<file path="config.mk">
export PLATFORM = sky130hd
export DESIGN_NAME = video_stream_monitor
export DESIGN_NICKNAME = d
export VERILOG_FILES = /design/src/rtl/video_stream_monitor.sv
export SDC_FILE = /design/constraint.sdc
export NUM_CORES = 1
export LEC_CHECK = 0
export BUFFER_PORTS_ARGS = -buffer_cell sky130_fd_sc_hd__buf_4
export CAP_MARGIN = 25
export CORE_ASPECT_RATIO = 0.75
export CORE_MARGIN = 4
export CORE_UTILIZATION = 50
export DETAILED_ROUTE_END_ITERATION = 8
export PLACE_DENSITY = 0.72
export SETUP_SLACK_MARGIN = 0.3
export SLEW_MARGIN = 15
export SYNTH_ARGS = -nofsm -noshare
export SYNTH_HDL_FRONTEND = slang
export SYNTH_SLANG_ARGS = --single-unit
</file>
<file path="constraint.sdc">
create_clock -name clk_core_12288 -period 2.8 [get_ports clk_core_12288]
set_input_delay 0.56 -clock clk_core_12288 [delete_from_list [all_inputs] [get_ports clk_core_12288]]
set_output_delay 0.56 -clock clk_core_12288 [all_outputs]
set_load 0.01 [all_outputs]
</file>
<file path="src/rtl/video_stream_monitor.sv">
// Passive monitor for the core video bus: measures raster timing and a per-frame
// pixel checksum, publishing the results at every VS rising edge.
module video_stream_monitor #(
  parameter int HW = 12,
  parameter int VW = 11
) (
  input  logic          clk_core_12288,
  input  logic          reset_n,
  input  logic [23:0]   video_rgb,
  input  logic          video_de,
  input  logic          video_skip,
  input  logic          video_hs,
  input  logic          video_vs,
  input  logic          err_clear,
  output logic [HW-1:0] h_total,
  output logic [HW-1:0] h_active,
  output logic [VW-1:0] v_total,
  output logic [VW-1:0] v_active,
  output logic [31:0]   checksum,
  output logic [15:0]   frame_count,
  output logic          frame_done,
  output logic          results_valid,
  output logic          err_hmismatch
);

  typedef enum logic {WAIT_VS, MEASURE} state_t;

  state_t state_reg, state_next;

  // Stage 1: raw input register plus previous sync levels for edge detection.
  logic [23:0] rgb_q;
  logic        de_q, skip_q, hs_q, vs_q, hs_prev, vs_prev;

  // Stage 2: registered edges and pixel qualifier, kept aligned with the pixel data.
  logic [23:0] rgb_s;
  logic        pix_s, hs_edge, vs_edge;

  logic [HW-1:0] clk_cnt, line_pix, first_pix, ht_acc, ha_acc;
  logic [VW-1:0] vt_acc, va_acc;
  logic [31:0]   cs_acc;
  logic          first_valid, mm_acc;

  logic [HW-1:0] clk_cnt_next, ht_close, ha_close, fp_close, ha_pub, partial;
  logic [HW-1:0] line_base, line_inc;
  logic [VW-1:0] vt_close, va_close, va_pub;
  logic          fv_close, mm_close, mm_pub, publish;
  logic [31:0]   pix_add;

  always_ff @(posedge clk_core_12288 or negedge reset_n) begin
    if (!reset_n) begin
      rgb_q   <= '0;
      de_q    <= 1'b0;
      skip_q  <= 1'b0;
      hs_q    <= 1'b0;
      vs_q    <= 1'b0;
      hs_prev <= 1'b0;
      vs_prev <= 1'b0;
      rgb_s   <= '0;
      pix_s   <= 1'b0;
      hs_edge <= 1'b0;
      vs_edge <= 1'b0;
    end else begin
      rgb_q   <= video_rgb;
      de_q    <= video_de;
      skip_q  <= video_skip;
      hs_q    <= video_hs;
      vs_q    <= video_vs;
      hs_prev <= hs_q;
      vs_prev <= vs_q;
      rgb_s   <= rgb_q;
      pix_s   <= de_q & ~skip_q;
      hs_edge <= hs_q & ~hs_prev;
      vs_edge <= vs_q & ~vs_prev;
    end
  end

  always_comb begin
    state_next = state_reg;
    if (state_reg == WAIT_VS && vs_edge) state_next = MEASURE;

    // Line close on HS: always applied before any coincident frame close.
    ht_close = hs_edge ? clk_cnt : ht_acc;
    vt_close = vt_acc;
    if (hs_edge && vt_acc != '1) vt_close = vt_acc + 1'b1;
    va_close = va_acc;
    ha_close = ha_acc;
    fp_close = first_pix;
    fv_close = first_valid;
    mm_close = mm_acc;
    if (hs_edge && line_pix != '0) begin
      if (va_acc != '1) va_close = va_acc + 1'b1;
      ha_close = line_pix;
      if (first_valid) begin
        if (line_pix != first_pix) mm_close = 1'b1;
      end else begin
        fp_close = line_pix;
        fv_close = 1'b1;
      end
    end

    // Frame close: the partial line is empty when HS closed it this cycle.
    partial = hs_edge ? '0 : line_pix;
    va_pub  = va_close;
    ha_pub  = ha_close;
    mm_pub  = mm_close;
    if (vs_edge && partial != '0) begin
      if (va_close != '1) va_pub = va_close + 1'b1;
      ha_pub = partial;
      if (fv_close && partial != fp_close) mm_pub = 1'b1;
    end

    publish      = vs_edge && (state_reg == MEASURE);
    pix_add      = pix_s ? {8'h00, rgb_s} : 32'h0;
    line_base    = hs_edge ? '0 : line_pix;
    line_inc     = (pix_s && line_base != '1) ? line_base + 1'b1 : line_base;
    clk_cnt_next = hs_edge ? HW'(1) : ((clk_cnt == '1) ? clk_cnt : clk_cnt + 1'b1);
  end

  always_ff @(posedge clk_core_12288 or negedge reset_n) begin
    if (!reset_n) begin
      state_reg     <= WAIT_VS;
      clk_cnt       <= '0;
      line_pix      <= '0;
      first_pix     <= '0;
      first_valid   <= 1'b0;
      ht_acc        <= '0;
      ha_acc        <= '0;
      vt_acc        <= '0;
      va_acc        <= '0;
      cs_acc        <= '0;
      mm_acc        <= 1'b0;
      h_total       <= '0;
      h_active      <= '0;
      v_total       <= '0;
      v_active      <= '0;
      checksum      <= '0;
      frame_count   <= '0;
      frame_done    <= 1'b0;
      results_valid <= 1'b0;
      err_hmismatch <= 1'b0;
    end else begin
      state_reg <= state_next;
      clk_cnt   <= clk_cnt_next;

      // The pixel sampled on a VS edge cycle seeds the new frame.
      if (vs_edge || state_reg == WAIT_VS) begin
        ht_acc      <= '0;
        ha_acc      <= '0;
        vt_acc      <= '0;
        va_acc      <= '0;
        first_pix   <= '0;
        first_valid <= 1'b0;
        mm_acc      <= 1'b0;
        cs_acc      <= pix_add;
        line_pix    <= {{(HW-1){1'b0}}, pix_s};
      end else begin
        ht_acc      <= ht_close;
        ha_acc      <= ha_close;
        vt_acc      <= vt_close;
        va_acc      <= va_close;
        first_pix   <= fp_close;
        first_valid <= fv_close;
        mm_acc      <= mm_close;
        cs_acc      <= cs_acc + pix_add;
        line_pix    <= line_inc;
      end

      frame_done <= publish;
      if (publish) begin
        h_total       <= ht_close;
        h_active      <= ha_pub;
        v_total       <= vt_close;
        v_active      <= va_pub;
        checksum      <= cs_acc;
        frame_count   <= frame_count + 16'd1;
        results_valid <= 1'b1;
      end

      if (publish && mm_pub)
        err_hmismatch <= 1'b1;
      else if (err_clear)
        err_hmismatch <= 1'b0;
    end
  end

endmodule

</file>
---- Word-level counts from Yosys, hierarchy flattened ----
Index checks and enable logic that the tools add are counted.
W data, S select, Z words.
cells by class
  add/sub/neg operators ................... 7
  $mul .................................... 0
  divide/modulo/power cells ............... 0
  magnitude comparators ................... 0
  eq/ne operators ......................... 8
  shift operators ......................... 0
  mux-type cells .......................... 32
  bitwise logic cells ..................... 7
  reduce and logical (&&, ||, !) cells .... 12
operator list
  operator                 number
  $mux W12                 13
  $mux W11                 7
  $add A11 B1 Y11 const B  3
  $ne A11 B11 Y1 const B   3
  $add A32 B24 Y32         1
  $mux W32                 1
  $add A12 B1 Y12 const B  2
  $mux W24                 1
  $ne A12 B12 Y1           2
  $reduce_bool A12 Y1      2
  $add A16 B1 Y16 const B  1
  $eq A12 B12 Y1 const B   1
  $ne A12 B12 Y1 const B   1
  $mux W1                  10
  $logic_and A1 B1 Y1      8
  $not A1 Y1               4
  $and A1 B1 Y1            3
  $ne A2 B2 Y1 const B     1
  $reduce_bool A2 Y1       1
  $logic_or A1 B1 Y1       1
word-level totals
  flip-flop bits (word level) ............. 271
  bits in latches ......................... 0
  memory bits (writable) .................. 0
  memory bits (read-only) ................. 0
  bits of input ports ..................... 31
  output and inout bits ................... 97
  word-level logic and storage cells ...... 97
  memories ................................ 0

---- Logic depth before layout (Yosys ltp) ----
Gate-level depths: netlist of run 1.
  depth after elaboration ................. 9
  mapped depth ............................ 14
  mapped depth without buffers ............ 12

---- Worst setup path before layout of run 1 ----
OpenSTA, ideal clock, no wires.
  path kind ............................... reg-to-reg
  from .................................... register pix_s
  to ...................................... register cs_acc[26]
  arrival ................................. 2.910 ns
  setup slack ............................. -0.188 ns
  stages on the path, launching flop included .. 13
  clock period less this slack ............ 2.988 ns
  cells stage by stage .................... dfrtp_1 clkbuf_1 clkbuf_1 nand2_1 fa_1 nand2b_1 a21oi_1 o211ai_1 a21oi_1 nor3_1 o41a_1 or3_1 a21oi_1
on the way
  word-level cells in the longest chain between the ends .. 3
ends and longest elaborated chain
  element                 line  source
  start, declared         36    logic pix_s, hs_edge, vs_edge;
  start signal, assigned  71    pix_s <= de_q & ~skip_q;
  $mux W24                113   pix_add = pix_s ? {8'h00, rgb_s} : 32'h0;
  $add A32 B24 Y32        164   cs_acc <= cs_acc + pix_add;
  $mux W32                146   if (vs_edge || state_reg == WAIT_VS) begin
  end signal, assigned    154   cs_acc <= pix_add;
  end signal, assigned    164
  end, declared           40    logic [31:0] cs_acc;
Every way passes these cells.
A chain may end at the register's enable or synchronous reset.

---- Final worst setup path of run 1 ----
Same ends and word-level chain as after synthesis.

==> run metrics, run 1 <==
worst setup margin=-6.64 ps; Min Hold Slack=132 ps; Layout Nets=roughly 1.5k; fin crit period=~2800 ps; initial drt markers=around 830; GRT overflow=0; Initial DRT Pass Iterations=5; max cap viols=0; CP arrival=between 3000 and 4000 ps; Buffers on Ports=between 100 and 150; Synth Area in XOR/XNOR=0.0596; Final TNS setup=-6.64 ps; CP required=between 3000 and 4000 ps; Max VDD drop=0.000558 V; Post-Synth Simple-Gate Area=0.193; register area share after synthesis=0.544; most common cell after layout, fill and taps aside=dfrtp_1; Hold Crit Class=input port to register; mux contribution to synthesized area=0.0172; Gate Count Post-Synth=~1.3k; dpl cells=roughly 1.7k; pin count of the biggest net entering global routing=90; status=complete, but fails checks; layout cells sized above 1=0.294; core area=24200 µm²; Slew HR=0.458; DR WL/cell=roughly 17 µm; Fill cells=approximately 1.8k; Hold Fails Final Rpt=0; Die H=approximately 140 µm; CP startpoint kind=register; Mapped Nets=approximately 1.3k; Pwr Total=between 10 and 15 mW; io pins=roughly 130; most frequent cells in the layout=263 x dfrtp_1, 243 x nand2_1, 217 x buf_4; largest family of logic cells by synthesized area=simple AND/OR/NAND/NOR gates; n_diodes=0; Worst-path clk slew=~60 ps; clk_lat worst skew=530 ps; ANT nets after route=0; # rows=a little under 50; TritonCTS clock tree=built; H-tree depth=1; violated checks=setup timing; Top Registers=checksum: 32 flops, cs_acc: 32 flops; number of synthesized register bits=roughly 270; Setup crit end kind=register; Final HPWL DP=20.9 mm; Adder-Cell Fraction of Synth Area=0.0327; power per cell area=between 600 and 700 nW/µm²; Yosys warnings=0; maximum clock frequency=roughly 0.36 GHz; fin cells=around 1.8k; measured slew at the worst slew-check pin=811 ps; post-route clock period utilization=1.00; vias in the first global route=between 9k and 10k; EDFF count, synth=0; Final setup viols=1; Die X=~190 µm; CP max FO=5; Sinks on Clock Net=approximately 270; P&R area growth vs syn=31.5%; Synth Area in Compound Gates=0.122; Distinct cells, synth=~70; first-pass GRT wire length=~50 mm; Remaining DRCs=0; Main synth FF type=dfrtp_1; Via Count=10.0k; initial core utilization=0.514; Setup CP Type=register to register; CTS root buffer=clkbuf_16; GRT Resource Usage Total=0.220; Avg Vias per Cell=about 5.5; asr flop ratio synth=1.00; Num CTS Buffers=28; Leakage=between 7 and 8 nW; initial antenna violation count=0; unrepaired setup endpoints after global routing=yes; worst slack at placement=-56.3 ps; synthesized cell area=~12000 µm²; Longest Clk Path Bufs=3; Slew Viols, Final=0; Routed WL=about 31 mm; die area=27500 µm²; Worst Skew=around 9.4 ps; RD Place Congestion=a little under 0.9; Avg Cell Area, Syn=a little under 10 µm²
## power breakdown
part | switching, mW | internal [mW]
logic | 1.39 | 1.24
registers | 0.434 | 4.41
clock network | 1.53 | 2.42
## cell type report
class / instances / area, µm² / area share
timing repair buffer: 237 / 1900 / 0.116
sequential: 271 / 6790 / 0.414
inverter: 36 / 135 / 0.00825
clock inverter: 11 / 169 / 0.0103
multi-input combinational: 894 / 6150 / 0.376
clock buffer: 39 / 823 / 0.0502
tap: 331 / 414 / 0.0253
## final timing paths
check / from / to / slack, ps / cells past startpoint
setup / recovery: pix_s / cs_acc[26] / -7 / 13
hold / removal: video_vs / vs_q / 130 / 1
setup reg to reg: pix_s / cs_acc[26] / -7 / 13
hold reg to reg: rgb_q[4] / rgb_s[4] / 340 / 0
max in group asynchronous: reset_n / hs_edge / 1380 / 3
min in group asynchronous: reset_n / checksum[10] / 580 / 2
## worst max-delay path: stages, from the launching register on
cell and delay (ps):
dfrtp_2 410, and2_4 180, ha_4 130, inv_2 30, fa_2 330, nand2b_4 160, a21oi_4 140, o211ai_1 180
a21oi_2 180, nor3_1 70, o41a_1 430, buf_4 180, o21ai_1 160, a21oi_2 80
## cells by family after synthesis
kind of cell	count (synthesis)
buffers and inverters	96
AO/OA/AOI/OAI	240
XOR/XNOR	83
multiplexers	21
AND/OR/NAND/NOR	518
flip-flops	271
adder cells (fa/ha/maj)	32
## per-stage QoR
stage / cell area (µm²) / util
after CTS: 15700 / 0.650
after floorplan: 12600 / -
after global routing: 16400 / 0.677
after global placement: 14300 / 0.592
final: 16400 / 0.677
after detailed placement: 14300 / 0.592
## cell usage after synthesis, types with 29 or more instances
cell type	n	area share
a21oi_1	62	0.025
and2_1	29	0.015
clkbuf_1	48	0.014
dfrtp_1	271	0.54
ha_1	31	0.031
inv_1	34	0.010
nand2_1	251	0.076
nand3_1	29	0.012
nor2_1	97	0.029
o21ai_0	88	0.035
xnor2_1	50	0.035
xor2_1	31	0.022
## routing by layer
metal | part of all wire | GRT usage | wire length (µm)
met5 | 0 | 0 | 0
met4 | 0.015 | 0.0366 | 459
met3 | 0.055 | 0.0329 | 1720
met2 | 0.45 | 0.342 | 14200
met1 | 0.48 | 0.337 | 15000
## repair_timing
| action | CTS | global route |
|---|---|---|
| resized for setup | 51 | 111 |
| hold endpoints to repair | 8 | 0 |
| setup buffers | 18 | 22 |
| pin swaps | 24 | 52 |
| hold buffers | 1 | 0 |
| endpoints found under the setup margin | 44 | 55 |
No activity file was read; power rests on OpenSTA's default activity.
==> inputs of run 2 (changes only) <==
==> constraint.sdc (replaced) <==
create_clock -name clk_core_12288 -period 2.4 [get_ports clk_core_12288]
set_input_delay 0.48 -clock clk_core_12288 [delete_from_list [all_inputs] [get_ports clk_core_12288]]
set_output_delay 0.48 -clock clk_core_12288 [all_outputs]
set_load 0.01 [all_outputs]
==> run 2 against run 1 <==
Net effect: the flow still finishes with violations (setup timing); critical path depth is 1 lower; sequential power increased by 17%; clock-buffer cell count fell by 4; sequential cell count stayed put; wire length rose by 6.2%; utilization increased by 4.7 points; clock skew barely moved; worst hold slack worse by 90 ps; fmax decreased by 2.0%; critical path type unchanged.
==> run metrics, run 2 (synthesis gave the netlist of run 1 again) <==
status=complete, but fails checks; violated checks=setup timing; P&R area growth vs syn=40.7%; Die H=between 100 and 150 µm; Hold Crit Depth=1; CP startpoint kind=register; worst slack at placement=-507 ps; Crit. Startpoint=pix_s; Final setup viols=34; fin crit period=roughly 2900 ps; Remaining DRCs=0; ANT nets after route=0; GRT overflow=0; maximum clock frequency=between 0.3 and 0.4 GHz; max cap viols=0; Slew Viols, Final=0; Initial DRT Pass Iterations=6; Routed WL=approximately 33 mm; GRT Resource Usage Total=0.230; Sinks on Clock Net=between 200 and 300; Hold Fails Final Rpt=0; Worst Skew=~9.1 ps; Final HPWL DP=roughly 22 mm; Leakage=just over 8 nW; Longest Clk Path Bufs=3; Buf/Inv on CP=1; most common cell after layout, fill and taps aside=buf_4; Via Count=between 10k and 15k; post-route clock period utilization=1.19; initial antenna violation count=0; Setup crit end kind=register; CP required=approximately 2900 ps; Hold Crit Class=input port to register; clk_lat worst skew=540 ps; Avg Vias per Cell=roughly 5.5; worst setup margin=-465 ps; family with the most delay on the worst path=compound AO/OA/AOI/OAI gates; core area=around 24000 µm²; CP arrival=3330 ps; CTS root buffer=clkbuf_16; Buffers on Ports=~130; die area=27500 µm²; FF-to-FF Start=pix_s; H-tree depth=1; pin count of the biggest net entering global routing=between 100 and 150; fin area=~18000 µm²; Post-DP Area=around 15000 µm²; Crit path largest cell delay=approximately 460 ps; # rows=about 50; cell mode on critical path=a21oi_2; DR WL/cell=approximately 17 µm; Final TNS setup=-6530 ps; CP max FO=7; Max VDD drop=0.000671 V; power per cell area=between 700 and 800 nW/µm²; Num CTS Buffers=27; hold worst-path end=rgb_q[12]; R2R Path End=cs_acc[28]; RD Place Congestion=about 0.9; initial core utilization=0.514; flop2flop setup slack=-470 ps; io pins=128; initial drt markers=about 710; crit path cell chain=and2_4, ha_4, inv_2, fa_2, nand2b_4, a21oi_4, o211ai_1, a21oi_2, nor3_1, o41a_1, or3_1, a21oi_2; n_diodes=0; Setup CP Type=register to register; Slew HR=0.498; Top Registers=checksum: 32 flops, cs_acc: 32 flops; layout cells sized above 1=0.362; first-pass GRT wire length=approximately 52 mm; TritonCTS clock tree=built; vias in the first global route=between 9k and 10k; unrepaired setup endpoints after global routing=yes; CP max-delay cell=dfrtp_2; Hold Crit Start=video_rgb[12]; measured slew at the worst slew-check pin=752 ps; Layout Nets=between 1.5k and 2k; Fill cells=1635; FF-to-FF path depth=12; Worst-path clk slew=about 70 ps; Die X=190 µm; most frequent cells in the layout=294 x buf_4, 267 x dfrtp_1, 237 x nand2_1
[run 2: stage by stage]
step,util,hold slack (ps),std cells,power [mW]
floorplan,-,184,1261,7.19
global placement,0.622,332,1807,8.64
finish,0.724,42.2,1913,13.4
global route,0.724,15.1,1913,14.1
detailed placement,0.622,335,1807,8.71
CTS,0.690,17.9,1886,13.1
[run 2: report_power, final]
part / leakage [nW] / internal [mW] / switching, mW
combinational: 4.10 / 1.85 / 1.78
clock: 0.413 / 2.33 / 1.76
sequential: 3.54 / 5.15 / 0.514
[run 2: routing by layer]
layer	up-vias	global-route usage	routed length, µm	share of wire
met5	-	0	0	0
met4	0	0.0400	514	0.015
met3	51	0.0338	1620	0.049
met2	254	0.351	15000	0.45
met1	5211	0.357	16100	0.48
li1	4935	-	-	-
[run 2: how the worst max path moves through the flow]
stage,slack [ps],end,depth (start not counted)
2_1_floorplan,-240,cs_acc[28],13
3_3_place_gp,-400,cs_acc[26],12
3_5_place_dp,-510,cs_acc[23],12
4_1_cts,-400,cs_acc[28],12
5_1_grt,-590,cs_acc[26],12
6_report,-470,cs_acc[28],12
[run 2: final cells by class]
cell class / count / area, µm² / area share
flip-flops and latches: 271 / 6790 / 0.387
clock inverters: 8 / 92.6 / 0.00528
multi-input cells: 894 / 6540 / 0.373
repair buffers: 338 / 2800 / 0.160
clock buffers: 35 / 756 / 0.0431
well taps: 331 / 414 / 0.0236
inverters: 36 / 138 / 0.00785
[run 2: timing repair]
item / in CTS / in global routing
hold endpoints to repair: 46 / 0
gates resized for setup: 97 / 132
pin swaps: 49 / 81
endpoints found under the setup margin: 64 / 72
setup buffers: 35 / 26
hold buffers: 1 / 0
cloned: 0 / 1
==> inputs of run 3 (changes only) <==
--- a/config.mk
+++ b/config.mk
@@ -5,14 +5,14 @@
 export SDC_FILE = /design/constraint.sdc
 export NUM_CORES = 1
 export LEC_CHECK = 0
-export BUFFER_PORTS_ARGS = -buffer_cell sky130_fd_sc_hd__buf_4
 export CAP_MARGIN = 25
 export CORE_ASPECT_RATIO = 0.75
 export CORE_MARGIN = 4
 export CORE_UTILIZATION = 50
 export DETAILED_ROUTE_END_ITERATION = 8
-export PLACE_DENSITY = 0.72
-export SETUP_SLACK_MARGIN = 0.3
+export DONT_BUFFER_PORTS = 1
+export PLACE_DENSITY = 0.68
+export SETUP_SLACK_MARGIN = 0.1
 export SLEW_MARGIN = 15
 export SYNTH_ARGS = -nofsm -noshare
 export SYNTH_HDL_FRONTEND = slang
==> run 3 against run 2 <==
Net effect: the flow finishes with violations (hold timing, setup timing); first-iteration DRC count is 11% higher; worst setup slack lost 61 ps; fmax is 2.1% lower; global-route usage decreased by 0.18 points; sequential power up 3%; utilization shrank 3.0 points; critical path depth stayed put; wire length decreased by 1.7%.
==> run metrics, run 3 (synthesis gave the netlist of run 1 again) <==
TritonCTS clock tree=built; Min Hold Slack=-362 ps; GRT overflow=0; CP required=2850 ps; Slew HR=0.488; Die H=~140 µm; Num CTS Buffers=27; Buffers on Ports=0; Fill cells=approximately 1.7k; ANT nets after route=0; n_diodes=0; Worst Skew=around 21 ps; max cap viols=0; Leakage=around 7.5 nW; # rows=between 40 and 50; Initial DRT Pass Iterations=6; Final HPWL DP=between 20 and 25 mm; initial core utilization=0.514; CP max FO=7; DR WL/cell=~18 µm; power per cell area=795 nW/µm²; Setup CP Type=register to register; Setup crit end kind=register; first-pass GRT wire length=51.5 mm; worst setup margin=-527 ps; Pwr Total=13.3 mW; Hold Fails Final Rpt=between 200 and 300; Multi-input gate area=roughly 6400 µm²; Remaining DRCs=0; RD Place Congestion=0.900; initial antenna violation count=0; clk_lat worst skew=550 ps; layout cells sized above 1=0.298; Routed WL=roughly 33 mm; status=complete, but fails checks; vias in the first global route=between 9k and 10k; most frequent cells in the layout=268 x dfrtp_1, 239 x nand2_1, 180 x buf_4; Reg area=between 6000 and 7000 µm²; Via Count=about 10k; Final setup viols=32; Layout Nets=1535; core area=24200 µm²; H-tree depth=1; Top Registers=checksum: 32 flops, cs_acc: 32 flops; Max VDD drop=around 0.00075 V; violated checks=hold timing, setup timing; fin crit period=~2900 ps; die area=approximately 28000 µm²; unrepaired setup endpoints after global routing=yes; Worst-path clk slew=approximately 60 ps; Final TNS setup=-8070 ps; CP arrival=approximately 3400 ps; Die X=roughly 190 µm; Sinks on Clock Net=271; CP startpoint kind=register; hold_buf cts=28; initial drt markers=789; io pins=between 100 and 150; most common cell after layout, fill and taps aside=dfrtp_1; maximum clock frequency=~0.34 GHz; measured slew at the worst slew-check pin=between 700 and 800 ps; Slew Viols, Final=0; Avg Vias per Cell=5.55; pin count of the biggest net entering global routing=between 200 and 300; GRT Resource Usage Total=0.228; Hold Crit Class=input port to asynchronous set/reset pin; P&R area growth vs syn=34.8%; post-route clock period utilization=1.22; CTS root buffer=clkbuf_16; Longest Clk Path Bufs=3
[run 3: cell types whose count changed in the layout (fill, tap and decap cells not counted), sizes merged]
| cell | delta |
|---|---|
| bufinv | +4 |
| clkbuf | +1 |
| clkinvlp | -1 |
| buf | -123 |
| inv | -2 |
| clkinv | +3 |
| dlygate4sd3 | +27 |
[run 3: repair_timing]
item / 4_1_cts / 5_1_grt
endpoints found under the hold margin: 299 / 271
pin swaps: 61 / 68
gates cloned: 1 / 2
endpoints found under the setup margin: 60 / 66
setup buffers: 32 / 27
resized for setup: 126 / 101
[run 3: worst max-delay path: stages, from the launching register on]
cell and delay (ps):
dfrtp_2 440, buf_12 150, buf_4 140, and2_1 170, ha_4 300, o211ai_1 140
a21oi_4 160, o211ai_1 140, a21oi_2 200, nor3_2 60, o41a_1 400, or3_1 410
a21oi_2 130
[run 3: area by class of cell]
class	count	share of cell area
Sequential cell	271	0.404
Timing Repair Buffer	242	0.125
Clock buffer	36	0.0452
Tap cell	331	0.0247
Multi-Input combinational cell	894	0.381
Clock inverter	12	0.0114
Inverter	36	0.00850
[run 3: through the flow]
stage	hold slack [ps]	area, µm²	std cells	worst slack (ps)	utilization
floorplan	184	12700	1261	-235	-
global placement	190	14100	1687	-410	0.582
detailed placement	191	14100	1687	-525	0.582
CTS	-381	16200	1796	-466	0.668
global route	-385	16800	1822	-654	0.693
finish	-362	16800	1822	-527	0.693
[run 3: power breakdown]
group / total [mW] / switching (mW) / internal, mW
Combinational: 2.98 / 1.47 / 1.51
Sequential: 5.83 / 0.684 / 5.15
Clock: 4.52 / 1.77 / 2.75
[run 3: per-layer routing]
| metal | GRT usage | up-vias | part of all wire | wire length [µm] |
|---|---|---|---|---|
| li1 | - | 4737 | - | - |
| met1 | 0.345 | 4985 | 0.48 | 15700 |
| met2 | 0.350 | 341 | 0.44 | 14300 |
| met3 | 0.0393 | 43 | 0.062 | 2040 |
| met4 | 0.0484 | 0 | 0.020 | 643 |
| met5 | 0 | - | 0 | 0 |
[run 3: worst paths after layout]
check                             from  cells after the start  slack [ps]              end
setup / recovery                 pix_s                     12        -530       cs_acc[28]
hold / removal                 reset_n                      0        -360  frame_count[11]
setup reg to reg                 pix_s                     12        -530       cs_acc[28]
hold reg to reg              rgb_q[21]                      0         350        rgb_s[21]
max in group asynchronous      reset_n                      0        2060            pix_s
min in group clk_core_12288  err_clear                      1          90    err_hmismatch
